File: src/rtl/alu_pkg.sv
// rtl/alu_pkg.sv - shared opcodes, flag indices, FSM states and flag masks for seq_alu
package alu_pkg;

  localparam logic [3:0] OP_ADD  = 4'd0;
  localparam logic [3:0] OP_SUB  = 4'd1;
  localparam logic [3:0] OP_XOR  = 4'd2;
  localparam logic [3:0] OP_AND  = 4'd3;
  localparam logic [3:0] OP_SLL  = 4'd4;
  localparam logic [3:0] OP_SRA  = 4'd5;
  localparam logic [3:0] OP_ROR  = 4'd6;
  localparam logic [3:0] OP_LLB  = 4'd7;
  localparam logic [3:0] OP_LHB  = 4'd8;
  localparam logic [3:0] OP_PASS = 4'd9;

  localparam int FLAG_N = 0;
  localparam int FLAG_Z = 1;
  localparam int FLAG_V = 2;

  typedef enum logic [1:0] {
    IDLE  = 2'd0,
    SHIFT = 2'd1,
    DONE  = 2'd2
  } state_e;

  // Indexed by opcode: ADD/SUB write V/Z/N, logic and shift ops write Z, the rest write nothing.
  localparam logic [15:0][2:0] FLAG_MASK = {{9{3'b000}}, {5{3'b010}}, {2{3'b111}}};

  function automatic logic is_shift(input logic [3:0] op);
    return (op == OP_SLL) || (op == OP_SRA) || (op == OP_ROR);
  endfunction

endpackage

File: src/rtl/addsub_sat.sv
// rtl/addsub_sat.sv - combinational saturating two's-complement add/subtract with overflow flag
module addsub_sat #(
  parameter int WIDTH = 16
) (
  input  logic [WIDTH-1:0] a,
  input  logic [WIDTH-1:0] b,
  input  logic             sub,
  output logic [WIDTH-1:0] sum,
  output logic             ovfl
);

  logic [WIDTH-1:0] b_eff;
  logic [WIDTH-1:0] raw;

  assign b_eff = sub ? ~b : b;
  assign raw   = a + b_eff + {{(WIDTH-1){1'b0}}, sub};
  // Overflow only when both addends share a sign that the raw sum lost.
  assign ovfl  = (a[WIDTH-1] == b_eff[WIDTH-1]) && (raw[WIDTH-1] != a[WIDTH-1]);

  always_comb begin
    sum = raw;
    if (ovfl) sum = a[WIDTH-1] ? {1'b1, {(WIDTH-1){1'b0}}} : {1'b0, {(WIDTH-1){1'b1}}};
  end

endmodule

File: src/rtl/seq_alu.sv
// rtl/seq_alu.sv - handshake ALU with iterative shifts, selective V/Z/N flags and illegal-op error
module seq_alu
  import alu_pkg::*;
#(
  parameter  int WIDTH   = 16,
  localparam int SHAMT_W = $clog2(WIDTH)
) (
  input  logic             clk,
  input  logic             rst,
  input  logic             in_valid,
  output logic             in_ready,
  input  logic [3:0]       op,
  input  logic [WIDTH-1:0] a,
  input  logic [WIDTH-1:0] b,
  output logic             out_valid,
  input  logic             out_ready,
  output logic [WIDTH-1:0] result,
  output logic             err,
  output logic [2:0]       flags
);

  state_e             state_q, state_d;
  logic [WIDTH-1:0]   result_q, result_d;
  logic               err_q, err_d;
  logic [2:0]         flags_q, flags_d;
  logic [WIDTH-1:0]   sh_q, sh_d;
  logic [SHAMT_W-1:0] cnt_q, cnt_d;
  logic [3:0]         op_q, op_d;

  logic [WIDTH-1:0]   as_sum;
  logic               as_ovfl;
  logic [SHAMT_W-1:0] shamt;
  logic [WIDTH-1:0]   sh_next;
  logic [WIDTH-1:0]   res_c;
  logic               err_c;
  logic [2:0]         mask_c;
  logic [2:0]         fnew_c;
  logic               done_c;

  addsub_sat #(.WIDTH(WIDTH)) u_addsub (
    .a    (a),
    .b    (b),
    .sub  (op == OP_SUB),
    .sum  (as_sum),
    .ovfl (as_ovfl)
  );

  function automatic logic [WIDTH-1:0] shift1(input logic [3:0] o, input logic [WIDTH-1:0] v);
    case (o)
      OP_SLL:  return {v[WIDTH-2:0], 1'b0};
      OP_SRA:  return {v[WIDTH-1], v[WIDTH-1:1]};
      default: return {v[0], v[WIDTH-1:1]};
    endcase
  endfunction

  assign shamt     = b[SHAMT_W-1:0];
  assign sh_next   = shift1(op_q, sh_q);
  assign in_ready  = (state_q == IDLE);
  assign out_valid = (state_q == DONE);
  assign result    = result_q;
  assign err       = err_q;
  assign flags     = flags_q;

  always_comb begin
    state_d  = state_q;
    result_d = result_q;
    err_d    = err_q;
    flags_d  = flags_q;
    sh_d     = sh_q;
    cnt_d    = cnt_q;
    op_d     = op_q;
    res_c    = '0;
    err_c    = 1'b0;
    mask_c   = 3'b000;
    done_c   = 1'b0;
    fnew_c   = 3'b000;

    unique case (state_q)
      IDLE: begin
        if (in_valid) begin
          op_d = op;
          if (is_shift(op) && (shamt != '0)) begin
            sh_d    = a;
            cnt_d   = shamt;
            state_d = SHIFT;
          end else begin
            done_c = 1'b1;
            mask_c = FLAG_MASK[op];
            case (op)
              OP_ADD, OP_SUB:         res_c = as_sum;
              OP_XOR:                 res_c = a ^ b;
              OP_AND:                 res_c = a & b;
              OP_SLL, OP_SRA, OP_ROR: res_c = a;
              OP_LLB:                 res_c = {a[WIDTH-1:8], b[7:0]};
              OP_LHB:                 res_c = {b[7:0], a[WIDTH-9:0]};
              OP_PASS:                res_c = a;
              default: begin
                res_c = '0;
                err_c = 1'b1;
              end
            endcase
          end
        end
      end
      SHIFT: begin
        sh_d  = sh_next;
        cnt_d = cnt_q - SHAMT_W'(1);
        if (cnt_q == SHAMT_W'(1)) begin
          done_c = 1'b1;
          res_c  = sh_next;
          mask_c = FLAG_MASK[op_q];
        end
      end
      DONE: begin
        if (out_ready) state_d = IDLE;
      end
      default: state_d = IDLE;
    endcase

    // V only ever survives the mask on an ADD/SUB accept, where the adder sees the live operands.
    fnew_c[FLAG_V] = as_ovfl;
    fnew_c[FLAG_Z] = (res_c == '0);
    fnew_c[FLAG_N] = res_c[WIDTH-1];

    if (done_c) begin
      state_d  = DONE;
      result_d = res_c;
      err_d    = err_c;
      flags_d  = (flags_q & ~mask_c) | (fnew_c & mask_c);
    end
  end

  always_ff @(posedge clk or posedge rst) begin
    if (rst) begin
      state_q  <= IDLE;
      result_q <= '0;
      err_q    <= 1'b0;
      flags_q  <= 3'b000;
      sh_q     <= '0;
      cnt_q    <= '0;
      op_q     <= 4'd0;
    end else begin
      state_q  <= state_d;
      result_q <= result_d;
      err_q    <= err_d;
      flags_q  <= flags_d;
      sh_q     <= sh_d;
      cnt_q    <= cnt_d;
      op_q     <= op_d;
    end
  end

endmodule
File: config.mk
export PLATFORM = sky130hd
export DESIGN_NAME = seq_alu
export DESIGN_NICKNAME = d
export VERILOG_FILES = /design/src/rtl/alu_pkg.sv /design/src/rtl/addsub_sat.sv /design/src/rtl/seq_alu.sv
export SDC_FILE = /design/constraint.sdc
export NUM_CORES = 1
export LEC_CHECK = 0
export ABC_CLOCK_PERIOD_IN_PS = 3400
export CAP_MARGIN = 20
export CORE_UTILIZATION = 40
export DETAILED_ROUTE_END_ITERATION = 6
export DONT_BUFFER_PORTS = 1
export PLACE_DENSITY = 0.61
export SLEW_MARGIN = 20
export SYNTH_ARGS = -nofsm -noshare
export SYNTH_HDL_FRONTEND = slang
export SYNTH_SLANG_ARGS = --single-unit
File: constraint.sdc
create_clock -name clk -period 3.4 [get_ports clk]
set_input_delay 0.51 -clock clk [delete_from_list [all_inputs] [get_ports clk]]
set_output_delay 0.51 -clock clk [all_outputs]
set_load 0.02 [all_outputs]
==> results_tabular.tex <==
\begin{tabular}{lr}
\hline
Metric & Value \\
\hline
\multicolumn{2}{l}{\textbf{Clock network}} \\
Clock Tree Buf Depth & 2 \\
Worst-Skew Late Latency & 310 ps \\
Number of sinks on the clock net & between 40 and 50 \\
Clock H-tree levels & 2 \\
Buffer cell driving the clock tree root & sky130\_fd\_sc\_hd\_\_clkbuf\_8 \\
Hold bufs inserted after CTS & 0 \\
Cts bufs inserted & 5 \\
Clock edge transition at the registers on the reported setup and hold paths & 80 ps \\
TritonCTS clock tree & yes \\
\multicolumn{2}{l}{\textbf{Yosys}} \\
Post-synth top flop & sky130\_fd\_sc\_hd\_\_dfrtp\_1 \\
Proportion of netlist area held by the largest area contributor & 26.8\% \\
Share of cell area taken by muxes after synthesis & 4.54\% \\
Area contributors post-synth & sky130\_fd\_sc\_hd\_\_dfrtp\_1 (27\%), sky130\_fd\_sc\_hd\_\_ha\_1 (9.9\%), sky130\_fd\_sc\_hd\_\_o22a\_1 (5.1\%) \\
Proportion of synthesized chip area in sequential cells & between 20\% and 30\% \\
Synth cell count leaders & sky130\_fd\_sc\_hd\_\_nand2\_1 (49), sky130\_fd\_sc\_hd\_\_dfrtp\_1 (46), sky130\_fd\_sc\_hd\_\_a21oi\_1 (39), sky130\_fd\_sc\_hd\_\_nor2\_1 (39), sky130\_fd\_sc\_hd\_\_ha\_1 (34) \\
Post-synth EDFFs & 0 \\
Adder-cell area share of the yosys netlist & 10.4\% \\
Warning count from the yosys run & 0 \\
Number of distinct library cells after synthesis & 63 \\
Fraction of synthesis flops using an asynchronous set or reset pin & 100\% \\
Synthesized area per cell & around 8.6 µm² \\
Mapped Cells & 502 \\
Leading area contributor after synthesis & sky130\_fd\_sc\_hd\_\_dfrtp\_1 \\
Cell area after synthesis & 4300 µm² \\
Number of flip-flops and latches in the synthesized netlist & 46 \\
Net count of the mapped netlist & 577 \\
Most repeated cell in the gate-level netlist after synthesis & sky130\_fd\_sc\_hd\_\_nand2\_1 \\
Area fraction in compound gates after synthesis & approximately 30\% \\
Synthesized-area fraction occupied by and/or/nand/nor cells & 18.8\% \\
Main combinational cell family by area after synthesis & compound AO/OA/AOI/OAI gates \\
Xor and xnor area share after synthesis & under 10\% \\
\multicolumn{2}{l}{\textbf{Critical path}} \\
Most frequent cell on the critical path & sky130\_fd\_sc\_hd\_\_buf\_12 \\
Endpoint required time on the critical path & 3630 ps \\
R2R depth & 11 \\
Crit. End Element & flop \\
Category of the most critical setup path & primary input to flop \\
CP max-delay cell & sky130\_fd\_sc\_hd\_\_a211o\_1 \\
Instance count on the critical path & 14 \\
Slowest stage delay, CP & 380 ps \\
Beginning of the worst register-to-register path & cnt\_q[1]\$\_DFFE\_PP0P\_ \\
Family with the most delay on the worst path & compound AO/OA/AOI/OAI gates \\
CP max FO & 12 \\
Register-to-register setup slack & $\sim$770 ps \\
Arrival time worst endpoint & 3410 ps \\
Count of buffer and inverter cells on the critical path & 3 \\
CP cell instances & nor4b\_4, buf\_12, buf\_12, xor2\_1, ha\_1, a211o\_1, o31ai\_4, o21ai\_4, buf\_4, a22oi\_1, a211oi\_2, a211oi\_1, nand4\_1, o21ai\_0 \\
Crit path launch type & primary input \\
\multicolumn{2}{l}{\textbf{Place}} \\
Port Buf Inserts & 0 \\
Place WS & -245 ps \\
GPL Wtd Cong & 0.932 \\
Post-detailed-placement half-perimeter wirelength & about 12,000 µm \\
\multicolumn{2}{l}{\textbf{Cells and area}} \\
Area growth from synthesis to layout & 15.5\% \\
Antenna cell count & 0 \\
Number of nets in the layout & 617 \\
Total of fill cells in the finished design & between 1k and 1.5k \\
Share of layout cells above drive strength 1 & between 10\% and 20\% \\
\multicolumn{2}{l}{\textbf{Global routing}} \\
Number of global-route vias before repair & 4,269 \\
Global-route usage over all layers & 27.1\% \\
Maximum number of pins on one net before global-route repair & 47 \\
First-pass GRT wire length & 23,100 µm \\
Initial antenna violation count & 0 \\
Overflow after GRT & 0 \\
\multicolumn{2}{l}{\textbf{Timing}} \\
Maximum achievable frequency & 314 MHz \\
Max Slew Vio Count & 0 \\
Shortest clock period the worst path allows after layout & 3180 ps \\
Fin Clk Skew & just under 7 ps \\
Setup-failing EPs final & 0 \\
Final hold slack & $\sim$220 ps \\
Period utilization & 93.6\% \\
Transition time at the pin with the least slew margin & 812 ps \\
Post-route worst setup slack & 218 ps \\
Final Hold Vio Count & 0 \\
Rel. slew slack & 45.8\% \\
\multicolumn{2}{l}{\textbf{Floorplanning}} \\
Height of the die & 106 µm \\
Number of top-level pins & 62 \\
Overall die area & 11,200 µm² \\
Effective utilization at floorplan & 41.4\% \\
Placement row count & 37 \\
Area of the core & 10,400 µm² \\
Die outline width & 106 µm \\
\multicolumn{2}{l}{\textbf{Outcome}} \\
Run status & complete, but fails checks \\
Violated checks & DRC \\
\multicolumn{2}{l}{\textbf{Power}} \\
Worst ir drop on vdd & 0.000263 V \\
Power Density & 570 nW/µm² \\
Static leakage & 2.06 nW \\
\multicolumn{2}{l}{\textbf{Route}} \\
Violation count after the first detailed-route iteration & approximately 360 \\
Detailed Routing Iterations Pass 1 & 7 \\
Residual DRC & 7 \\
Final routed wire length divided by cell count & 21.5 µm \\
DR vias & 4,223 \\
Routed via count divided by cell count & 6.24 \\
Remaining number of nets flagged by the antenna check after routing & 0 \\
Wirelength, routed & 14,600 µm \\
\multicolumn{2}{l}{\textbf{Worst hold path}} \\
Hold crit path type & primary input to asynchronous set/reset pin \\
\multicolumn{2}{l}{\textbf{Flow run}} \\
Max-cap violations & 0 \\
\hline
\end{tabular}
## kinds of logic after synthesis
family          Yosys count
fa+ha+maj                35
xor+xnor                 27
buf+inv                  44
simple gates            161
compound gates          170
mux                      19
flops                    46
## area by class of cell
type	count	area [µm²]	area share (%)
inverter	12	46.3	0.933
clock buffer	6	82.6	1.66
tap	136	170	3.43
multi-input combinational	412	3000	60.4
timing repair buffer	65	513	10.3
sequential	46	1150	23.2
## worst max-delay path by stage
stage | endpoint | startpoint | slack (ps)
after floorplan | flop | op[0] | 5
after global placement | flop | op[1] | -210
after detailed placement | flop | op[1] | -250
after CTS | flop | op[1] | 70
after global routing | flop | op[1] | -0.3
final | flop | op[1] | 220
## state kept, by name, indices dropped and copies added (netlist names), named ones only
signal	count
cnt_q	4
err	1
op_q	4
result	16
sh_q	16
state_q	2
## layer usage
layer  global-route usage, %  part of all wire (%)  up-vias
li1                        -                     -     2000
met2                    44.2                    46      167
met4                    12.6                   3.9        0
met1                    34.6                    43     2021
met5                       0                     0        -
met3                    5.19                   7.1       35
## power breakdown
| group | leakage, nW | internal (mW) | switching (mW) |
|---|---|---|---|
| sequential | 0.528 | 0.770 | 0.360 |
| combinational | 1.49 | 0.599 | 0.758 |
| clock | 0.0431 | 0.157 | 0.185 |
| total | 2.06 | 1.53 | 1.30 |
## what timing repair did
| item | CTS | global route |
|---|---|---|
| endpoints found under the setup margin | 0 | 2 |
| buffers inserted | 0 | 0 |
| gates resized for setup | 0 | 6 |
## cell usage in the layout, fill, tap and decap left out, types with 4 or more instances in the layout
cell / instances
sky130_fd_sc_hd__inv_1: 11
sky130_fd_sc_hd__nand2_1: 49
sky130_fd_sc_hd__a311o_1: 4
sky130_fd_sc_hd__a21boi_0: 10
sky130_fd_sc_hd__dfrtp_1: 46
sky130_fd_sc_hd__a222oi_1: 15
sky130_fd_sc_hd__mux2_2: 4
sky130_fd_sc_hd__mux2i_1: 15
sky130_fd_sc_hd__o22ai_1: 4
sky130_fd_sc_hd__clkbuf_8: 6
sky130_fd_sc_hd__xor2_1: 17
sky130_fd_sc_hd__a211oi_1: 6
sky130_fd_sc_hd__o21ai_0: 14
sky130_fd_sc_hd__a21oi_1: 39
sky130_fd_sc_hd__xnor2_1: 10
sky130_fd_sc_hd__nor4_1: 4
sky130_fd_sc_hd__nor2_1: 39
sky130_fd_sc_hd__o21a_1: 4
sky130_fd_sc_hd__nand3_1: 7
sky130_fd_sc_hd__buf_4: 63
sky130_fd_sc_hd__a31oi_1: 10
sky130_fd_sc_hd__nand4_1: 4
sky130_fd_sc_hd__ha_1: 34
sky130_fd_sc_hd__o22a_1: 25
sky130_fd_sc_hd__nor3_1: 31
## stage by stage
step                utilization, %  TNS, ps  instance area (µm²)  power (mW)  instances
floorplan                        -        0                 4320        2.04        502
global placement              46.8     -531                 4850        2.44        671
detailed placement            46.8     -675                 4850        2.47        671
CTS                           47.6        0                 4930        2.82        677
global route                  47.9   -0.252                 4960        3.02        677
finish                        47.9        0                 4960        2.83        677
Note: power is estimated with default switching activity, not from simulation.
